==> src/rtl/adc_spi_master.sv <==
// SPI master for a conversion-type ADC: waits for end-of-conversion on miso,
// then clocks a 24-bit frame out on mosi while capturing 24 bits from miso.
module adc_spi_master #(
  parameter int unsigned DIVISOR     = 13,
  parameter int unsigned EOC_TIMEOUT = 1000000
) (
  input  logic        clock_in,
  input  logic        reset_n,
  input  logic        start,
  input  logic [15:0] cmd,
  input  logic        miso,
  output logic        sclk,
  output logic        cs_n,
  output logic        mosi,
  output logic        busy,
  output logic        done,
  output logic        timeout,
  output logic [23:0] data_out
);

  localparam logic [7:0]  LOW_LEN  = 8'(DIVISOR - DIVISOR / 2);
  localparam logic [7:0]  DIV_LAST = 8'(DIVISOR - 1);
  localparam int unsigned EW       = $clog2(EOC_TIMEOUT + 1);
  localparam logic [EW-1:0] EOC_LAST = EW'(EOC_TIMEOUT - 1);

  typedef enum logic [1:0] {IDLE, WAIT_EOC, SHIFT, FINISH} state_t;

  state_t        state_q, state_d;
  logic [23:0]   tx_q, tx_d;
  logic [23:0]   rx_q, rx_d;
  logic [7:0]    div_q, div_d;
  logic [4:0]    bit_q, bit_d;
  logic [EW-1:0] eoc_q, eoc_d;
  logic [1:0]    sync_q, sync_d;
  logic          sclk_q, sclk_d;
  logic          cs_n_q, cs_n_d;
  logic          mosi_q, mosi_d;
  logic          busy_q, busy_d;
  logic          done_q, done_d;
  logic          timeout_q, timeout_d;
  logic [23:0]   data_q, data_d;

  always_comb begin
    state_d   = state_q;
    tx_d      = tx_q;
    rx_d      = rx_q;
    div_d     = div_q;
    bit_d     = bit_q;
    eoc_d     = eoc_q;
    sync_d    = {sync_q[0], miso};
    timeout_d = timeout_q;
    data_d    = data_q;

    case (state_q)
      IDLE: begin
        if (start) begin
          tx_d    = {cmd, 8'h00};
          eoc_d   = '0;
          state_d = WAIT_EOC;
        end
      end
      WAIT_EOC: begin
        if (!sync_q[1]) begin
          state_d = SHIFT;
          div_d   = '0;
          bit_d   = '0;
        end else if (eoc_q == EOC_LAST) begin
          state_d   = FINISH;
          timeout_d = 1'b1;
        end else begin
          eoc_d = eoc_q + EW'(1);
        end
      end
      SHIFT: begin
        if (div_q == DIV_LAST) begin
          div_d = '0;
          tx_d  = {tx_q[22:0], 1'b0};
          if (bit_q == 5'd23) begin
            state_d   = FINISH;
            timeout_d = 1'b0;
            data_d    = rx_q;
          end else begin
            bit_d = bit_q + 5'd1;
          end
        end else begin
          div_d = div_q + 8'd1;
          // Raw miso is captured on the same edge that drives sclk high.
          if (div_d == LOW_LEN) rx_d = {rx_q[22:0], miso};
        end
      end
      FINISH:  state_d = IDLE;
      default: state_d = IDLE;
    endcase

    // Pin outputs are registered from next-state values so they change
    // on the same edge as the state, glitch-free.
    cs_n_d = !((state_d == WAIT_EOC) || (state_d == SHIFT));
    sclk_d = (state_d == SHIFT) && (div_d >= LOW_LEN);
    mosi_d = (state_d == SHIFT) ? tx_d[23] : 1'b0;
    busy_d = (state_d != IDLE);
    done_d = (state_d == FINISH);
  end

  always_ff @(posedge clock_in or negedge reset_n) begin
    if (!reset_n) begin
      state_q   <= IDLE;
      tx_q      <= '0;
      rx_q      <= '0;
      div_q     <= '0;
      bit_q     <= '0;
      eoc_q     <= '0;
      sync_q    <= '0;
      sclk_q    <= 1'b0;
      cs_n_q    <= 1'b1;
      mosi_q    <= 1'b0;
      busy_q    <= 1'b0;
      done_q    <= 1'b0;
      timeout_q <= 1'b0;
      data_q    <= '0;
    end else begin
      state_q   <= state_d;
      tx_q      <= tx_d;
      rx_q      <= rx_d;
      div_q     <= div_d;
      bit_q     <= bit_d;
      eoc_q     <= eoc_d;
      sync_q    <= sync_d;
      sclk_q    <= sclk_d;
      cs_n_q    <= cs_n_d;
      mosi_q    <= mosi_d;
      busy_q    <= busy_d;
      done_q    <= done_d;
      timeout_q <= timeout_d;
      data_q    <= data_d;
    end
  end

  assign sclk     = sclk_q;
  assign cs_n     = cs_n_q;
  assign mosi     = mosi_q;
  assign busy     = busy_q;
  assign done     = done_q;
  assign timeout  = timeout_q;
  assign data_out = data_q;

endmodule
==> config.mk <==
export PLATFORM = sky130hd
export DESIGN_NAME = adc_spi_master
export DESIGN_NICKNAME = d
export VERILOG_FILES = /design/src/rtl/adc_spi_master.sv
export SDC_FILE = /design/constraint.sdc
export NUM_CORES = 1
export LEC_CHECK = 0
export BUFFER_PORTS_ARGS = -buffer_cell sky130_fd_sc_hd__buf_2
export CAP_MARGIN = 10
export CELL_PAD_IN_SITES_DETAIL_PLACEMENT = 0
export CELL_PAD_IN_SITES_GLOBAL_PLACEMENT = 2
export CORE_ASPECT_RATIO = 0.75
export CORE_UTILIZATION = 40
export CTS_CLUSTER_DIAMETER = 40
export CTS_CLUSTER_SIZE = 30
export DETAILED_ROUTE_END_ITERATION = 6
export PLACE_DENSITY = 0.83
export REMOVE_ABC_BUFFERS = 1
export SYNTH_ARGS = -nofsm -noshare
export SYNTH_HDL_FRONTEND = slang
export SYNTH_SLANG_ARGS = --single-unit
==> constraint.sdc <==
create_clock -name clock_in -period 6.3 [get_ports clock_in]
set_input_delay 0.63 -clock clock_in [delete_from_list [all_inputs] [get_ports clock_in]]
set_output_delay 0.63 -clock clock_in [all_outputs]
set_load 0.02 [all_outputs]
* After elaboration in Yosys (flattened, before gate mapping)
Index checks and enable logic that the tools add are counted.
** Storage, ports and cells
- Output and inout bits :: 30
- Register bits after elaboration :: 115
- Input port bits :: 20
- Word-level logic and storage cells :: 78
** Cells by class
- Bitwise operators :: 1
- Order comparisons :: 1
- Muxes and demuxes :: 26
- Add/sub/neg operators :: 3
- Equality and inequality tests :: 18
- Reduce and logical (&&, ||, !) cells :: 14
** Operators with widths (count)
- $mux 20 :: 3
- $mux 24 :: 2
- $pmux 24 s2 :: 1
- $pmux 20 s2 :: 1
- $add 20x1->20 const B :: 1
- $eq 20x20->1 const B :: 1
- $mux 8 :: 2
- $ne 2x2->1 const B :: 8
- $pmux 8 s2 :: 1
- $mux 5 :: 3
- $mux 2 :: 5
- $pmux 5 s2 :: 1
- $reduce_and 3->1 :: 3
- $add 8x1->8 const B :: 1
- $eq 2x2->1 const B :: 4
- $eq 8x3->1 const B :: 1
- $eq 8x4->1 const B :: 1
- $ge 8x3->1 const B :: 1
- $pmux 2 s4 :: 1
- $reduce_and 4->1 :: 2
- $reduce_bool 2->1 :: 4
- $add 5x1->5 const B :: 1
- $eq 5x5->1 const B :: 1
- $mux 1 :: 5
- other kinds (8) :: 9

* Depth between registers and ports, before layout
Gate-level depths: netlist of the first run.
- Word-level depth :: 7
- Mapped depth :: 11

* Worst setup path after synthesis of the first run
OpenSTA, ideal clock, no wires.
- Path kind :: register -> register
- Start point :: reg div_q[1]
- End point :: reg rx_q[10]
- Clock period less this slack :: 2.220 ns
- Setup time :: 0.125 ns
- Stages on the path, launching flop included :: 10
- Arrival :: 2.096 ns
- Setup slack :: 4.080 ns
- Buffers on the path :: 3
- Cell sequence :: dfrtp_1 ha_1 buf_2 a311o_1 o21ai_0 a41o_1 o211a_1 buf_2 buf_6 mux2_2
** Between the ends
- Word-level cells in the longest chain between the ends :: 3
** Ends and longest elaborated chain
- start: declaration :: RTL line 31 : logic [7:0] div_q, div_d;
- start signal: assignment :: RTL line 124 : div_q <= div_d;
- $add 8x1->8 or $eq 8x4->1 (tied branches) :: RTL line 86, 75
- $eq 8x3->1 or $not 1->1 (tied branches)
- $reduce_and 3->1 (no line) *
- end signal: assignment :: RTL line 123 : rx_q <= rx_d;
- end: declaration :: RTL line 30 : logic [23:0] rx_q, rx_d;
Every way passes the cells marked *; elsewhere a longest branch is shown, timed or not.
A chain may end at the register's enable or synchronous reset.

* Worst setup path in the final report of the first run
- Start point :: reg div_q[0]
- End point :: reg rx_q[1]
Same word-level chain as after synthesis.

==> results of run 1 <==
-- layout by cell type, fill, tap and decap left out, types with 3 or more instances in the layout --
cell       instances
and3_1             7
o31ai_1            4
dfrtp_1          113
buf_2             48
nand4_1            3
xor2_1             3
buf_4              4
inv_6              4
mux2_2            24
a211oi_1           7
clkinv_4           4
clkbuf_16         17
a31oi_1           10
ha_1              11
a21oi_1           12
nand3_1           25
nand2_1          114
mux2i_1            4
nor3_1             4
a221oi_1          15
nand2b_1           5
nor2_1            59
a31o_2             6
o21ai_0           13
and2_1             6
inv_1             11
o211ai_1           3
xnor2_1            4
-- logic make-up after synthesis --
group / Yosys count / synth area share, %
fa+ha+maj: 11 / 2.545
flops: 114 / 52.78
buf+inv: 43 / 4.026
compound gates: 92 / 12.54
xor+xnor: 7 / 1.134
simple gates: 247 / 21.24
mux: 28 / 5.738
-- final cells by class --
| type | count | area (um^2) | area share [%] |
|---|---|---|---|
| clock buffer | 17 | 425.4 | 6.738 |
| multi-input combinational | 385 | 2336 | 37.00 |
| sequential | 114 | 2854 | 45.20 |
| timing repair buffer | 52 | 270.3 | 4.281 |
| inverter | 11 | 41.29 | 0.6540 |
| clock inverter | 15 | 172.7 | 2.735 |
| tap | 171 | 214.0 | 3.389 |
-- worst paths after layout --
kind,start,end,cells after the start
min reg2reg,sync_q[0],sync_q[1],0
max,div_q[0],rx_q[1],6
max in group asynchronous,reset_n,rx_q[9],2
max reg2reg,div_q[0],rx_q[1],6
min,reset_n,mosi,1
min in group clock_in,miso,sync_q[0],1
-- worst max-delay path, stage by stage (launching register included) --
cell	delay (ns)
dfrtp_1	0.51
ha_1	0.39
nand3_1	0.21
o21ai_0	0.23
a41o_1	0.19
o211a_1	0.76
mux2_2	0.43
-- power by group through the flow --
stage | Clock [mW] | Combinational, mW | Sequential (mW)
5_1_grt | 1.03 | 0.685 | 0.888
6_report | 0.972 | 0.598 | 0.875
3_3_place_gp | 0 | 0.593 | 0.884
2_1_floorplan | 0 | 0.413 | 0.889
3_5_place_dp | 0 | 0.604 | 0.887
4_1_cts | 0.996 | 0.605 | 0.874
-- state kept, by name, summed over array words and instances (netlist names) --
register	cells
eoc_q	20
busy	1
data_out	24
cs_n	1
state_q	2
tx_q	23
timeout	1
done	1
sync_q	2
sclk	1
div_q	8
bit_q	5
mosi	1
rx_q	24
-- cell usage after synthesis (3+ instances only) --
master	instances	share of area, %
a221oi_1	15	2.4
a21oi_1	12	1.1
buf_6	3	0.62
ha_1	11	2.5
o211ai_1	3	0.42
inv_1	11	0.76
nand2_1	114	7.9
mux2_2	24	5.0
a31o_2	6	0.97
dfrtp_1	113	52
nor2_1	59	4.1
nand2b_1	5	0.58
mux2i_1	4	0.74
nand3_1	25	2.3
a31oi_1	10	1.2
xor2_1	3	0.49
clkbuf_1	16	1.1
buf_2	11	1.0
nor3_1	4	0.37
o31ai_1	4	0.56
and3_1	7	0.81
nand4_1	3	0.35
a211oi_1	7	0.97
and2_1	6	0.69
o21ai_0	13	1.2
xnor2_1	4	0.65
-- per-layer routing --
metal	wire length, um	vias up
met5	0	-
met4	91	0
met3	389	10
met2	5123	75
met1	6158	2011
li1	-	1974
==> flow_summary.yaml, run 1 <==
route:
  via_count: 4070
  wl_per_cell_um: 15.38
  antenna_left: 0
  drcViolationCount: 0
  dr.first_iter.drc_count: 279
  vias_per_cell: 5.320
  first_pass_iters: 5
  routed_wl_mm: 11.76
power:
  swShare_pct: 33.65
  seqPwrFrac_pct: 35.8
  peakVddDrop_mv: 0.2207
  combPwrFrac_pct: 24.5
  p_int_mw: 1.622
  p_sw_uw: 822.9
  p_leak_nw: 3.145
  power_frac_clock_pct: 39.8
  powerDensity_nw_per_um2: 387.3
  report.power.total_mw: 2.445
cells_and_area:
  stdcell_count: 765
  fin_util_pct: 48.17
  nFillCells: 1230
  drive_above_1_share_pct: 21.38
  num_antenna_cells: 0
  final_cell_area_um2: 6314
  finalNetCount: 612
  syn_to_final_growth_pct: 16.75
critical_path:
  crit_arrival_ns: 3.14
  crit_path_end_kind: "flop"
  worstPathMaxFanout: 24
  cp-start-kind: "flop"
  worst-setup-path-type: "flop to flop"
  critPathRequiredTime_ns: 6.59
  regToRegSetupSlack_ns: 3.45
cts:
  cts_sinks: 114
  cts_tree: "yes"
  cts_hold_buf: 0
  post_cts_buffers: 0
  clkTransAtPathRegs_ns: 0.06
  cts-root-buf: "clkbuf_16"
  cts_resized: 0
  clk_latency_ns: 0.41
  numCtsBuffers: 17
  clk_path_buf_depth: 2
  htreeDepth: 4
sta:
  slew_viol_final: 0
  hold_ws_ns: 0.2962
  slew_headroom_pct: 33.31
  skew_ns: 0.009902
  fmax_mhz: 350.6
  setup_viol: 0
  finalSetupTns_ns: 0
  worst_pin_slew_ns: 0.9944
  post-route-min-period_ns: 2.852
  rsz0062_at_grt: "no"
  hold_viol: 0
  layout_setup_ws_ns: 3.448
  timing.final.crit_share_pct: 45.27
yosys:
  yosysWarnings: 0
  syn_area_per_cell_um2: 9.977
  ys_ff_latch: 114
  synth_edf_count: 0
  async_flop_share_pct: 100.0
  yosysSeqAreaShare_pct: 52.78
  netlist_area_um2: 5408
  synth_ff_type: "dfrtp_1"
  synth_cell_type_count: 63
  synth_cells: 542
floorplan:
  initial_core_util_pct: 41.26
  die-area_um2: 13990
  die_w_um: 136.3
  coreArea_um2: 13110
  die_height_um: 102.7
  io_pins: 50
  rows: 36
global_routing:
  first_global_vias: 3886
  met2_usage_pct: 25.42
  grt_overflow: 0
  grt_max_degree: 60
  grtUsageMet3_pct: 5.064
  grtUsageTotal_pct: 18.71
  met1_usage_pct: 28.27
  antenna_found_initial: 0
  busiest_layer: "met1"
  grt_pass1_wl_mm: 20.05
placement:
  io_buffer_count: 49
  place.gp.congestion: 0.8217
  dp_cells: 733
  hpwl_mm: 7.500
  dpl_cell_area_um2: 5715
  pre_cts_slack_ns: 3.480
worst_hold_path:
  hp-class: "input pin to async pin"
status:
  outcome: "complete, no violations"
flow_run:
  max_cap_viol_count: 0
Note: power is estimated with default switching activity, not from simulation.
==> run 2, diff against run 1 <==
CORE_UTILIZATION = 38   (was 40)
PLACE_DENSITY = 0.79   (was 0.83)
clock period = 2.94 ns   (was 6.3 ns; I/O delays follow)
==> run 2 against run 1 <==
Against the previous run: final cell count grew 1.7%; wire length grew 0.98%; power grew 110%; clock skew shrank 0.0010 ns; worst hold slack lost 0.27 ns; global-route usage shrank 1.2 points; sequential share of layout area shrank 0.64 points; critical path depth grew 1; via count shrank 1.4%; flip-flop and latch count is the same; critical endpoint unchanged; largest cell class unchanged.
==> flow_summary.yaml, run 2 (same netlist as run 1, synthesis figures left out) <==
cts:
  cts_hold_buf: 1
  htreeDepth: 4
  numCtsBuffers: 17
  clkTransAtPathRegs_ns: 0.06
  cts-root-buf: "clkbuf_16"
  cts_sinks: 114
  clk_latency_ns: 0.41
  cts_resized: 0
  post_cts_buffers: 0
  clk_path_buf_depth: 2
  cts_tree: "yes"
power:
  powerDensity_nw_per_um2: 817.2
  seqPwrFrac_pct: 35.8
  p_int_mw: 3.434
  peakVddDrop_mv: 0.4872
  p_leak_nw: 3.195
  combPwrFrac_pct: 24.9
  swShare_pct: 34.39
  p_sw_mw: 1.800
  power_frac_clock_pct: 39.3
route:
  routed_wl_mm: 11.88
  dr.first_iter.drc_count: 268
  drcViolationCount: 0
  wl_per_cell_um: 15.27
  vias_per_cell: 5.156
  antenna_left: 0
  via_count: 4011
  first_pass_iters: 5
sta:
  post-route-min-period_ns: 2.511
  finalSetupTns_ns: 0
  layout_setup_ws_ns: 0.4290
  fmax_mhz: 398.2
  rsz0062_at_grt: "no"
  timing.final.crit_share_pct: 85.41
  worst_pin_slew_ns: 0.6847
  setup_viol: 0
  slew_viol_final: 0
  hold_viol: 0
  slew_headroom_pct: 54.07
  skew_ns: 0.008902
global_routing:
  first_global_vias: 3901
  grtUsageTotal_pct: 17.47
  antenna_found_initial: 0
  grt_pass1_wl_mm: 20.02
  grt_overflow: 0
  grt_max_degree: 65
floorplan:
  initial_core_util_pct: 39.20
  die-area_um2: 14720
  die_w_um: 139.7
  coreArea_um2: 13800
  io_pins: 50
  rows: 37
  die_height_um: 105.3
cells_and_area:
  final_cell_area_um2: 6404
  num_antenna_cells: 0
  syn_to_final_growth_pct: 18.42
  layout_common_cells: "nand2_1, dfrtp_1, nor2_1"
  finalNetCount: 621
  mostFrequentLayoutCell: "nand2_1"
  drive_above_1_share_pct: 22.39
  stdcell_count: 778
placement:
  dp_cells: 745
  io_buffer_count: 49
  hpwl_mm: 7.779
  pre_cts_slack_ns: 0.5181
  dpl_cell_area_um2: 5806
  place.gp.congestion: 0.8010
critical_path:
  crit_arrival_ns: 2.80
  cp_slowest_cell: "dfrtp_1"
  cp-start-kind: "flop"
  worstPathMaxFanout: 24
  critPathRequiredTime_ns: 3.23
  cpPeakStageDelay_ns: 0.52
  crit_path_cell_trace: "ha_1, nand3_1, o21ai_0, a41o_1, o211a_1, buf_4, mux2_2"
  worst-setup-path-type: "flop to flop"
  crit_path_end_kind: "flop"
worst_hold_path:
  hp-class: "input pin to flop"
flow_run:
  max_cap_viol_count: 0
status:
  outcome: "complete, no violations"
run 2: changes by cell type in the layout (fill, tap and decap cells not counted), sizes merged:
cell         before  now
dlygate4sd3       0    1
inv              17   22
clkinv            5    1
buf              52   60
bufinv            2    1
run 2: per-layer routing:
metal / track usage, % / wire, um / vias to the layer above
met1: 25.96 / 6383 / 1936
li1: - / - / 1998
met3: 4.362 / 438 / 12
met5: 0 / 0 / -
met2: 24.29 / 4943 / 65
met4: 6.358 / 112 / 0
run 2: worst paths after layout:
kind | start | to | slack, ns | depth (start not counted)
setup reg to reg | div_q[0] | rx_q[1] | 0.43 | 7
hold / removal | miso | sync_q[0] | 0.02 | 1
setup / recovery | div_q[0] | rx_q[1] | 0.43 | 7
hold reg to reg | sync_q[0] | sync_q[1] | 0.34 | 0
max in group asynchronous | reset_n | data_out[6] | 1.73 | 3
min in group asynchronous | reset_n | div_q[2] | 0.45 | 2
run 2: stage by stage:
| step | total power [mW] | util [%] | hold slack, ns |
|---|---|---|---|
| CTS | 5.304 | 46.42 | 0.006389 |
| floorplan | 2.790 | - | -0.001591 |
| finish | 5.233 | 46.42 | 0.02139 |
| global placement | 3.185 | 42.08 | 0.3358 |
| global route | 5.564 | 46.42 | 0.01327 |
| detailed placement | 3.216 | 42.08 | 0.3347 |
run 2: power groups by stage:
stage | Sequential (mW) | Clock, mW | Combinational, mW
finish | 1.87 | 2.06 | 1.30
global route | 1.89 | 2.19 | 1.48
CTS | 1.87 | 2.11 | 1.32
detailed placement | 1.90 | 0 | 1.32
global placement | 1.89 | 0 | 1.29
floorplan | 1.90 | 0 | 0.886
run 2: area by class of cell:
| type | count | area, um^2 |
|---|---|---|
| multi-input combinational | 385 | 2336 |
| clock buffer | 17 | 425.4 |
| sequential | 114 | 2854 |
| tap | 175 | 219.0 |
| timing repair buffer | 61 | 365.4 |
| clock inverter | 15 | 162.7 |
| fill | 1307 | 7392 |
| inverter | 11 | 41.29 |
run 2: worst max-delay path, delay by kind of cell (launching register included):
kind | cells | cell delay (ns)
compound gates | 3 | 0.54
fa+ha+maj | 1 | 0.42
buf+inv | 1 | 0.31
flops | 1 | 0.52
mux | 1 | 0.38
simple gates | 1 | 0.21
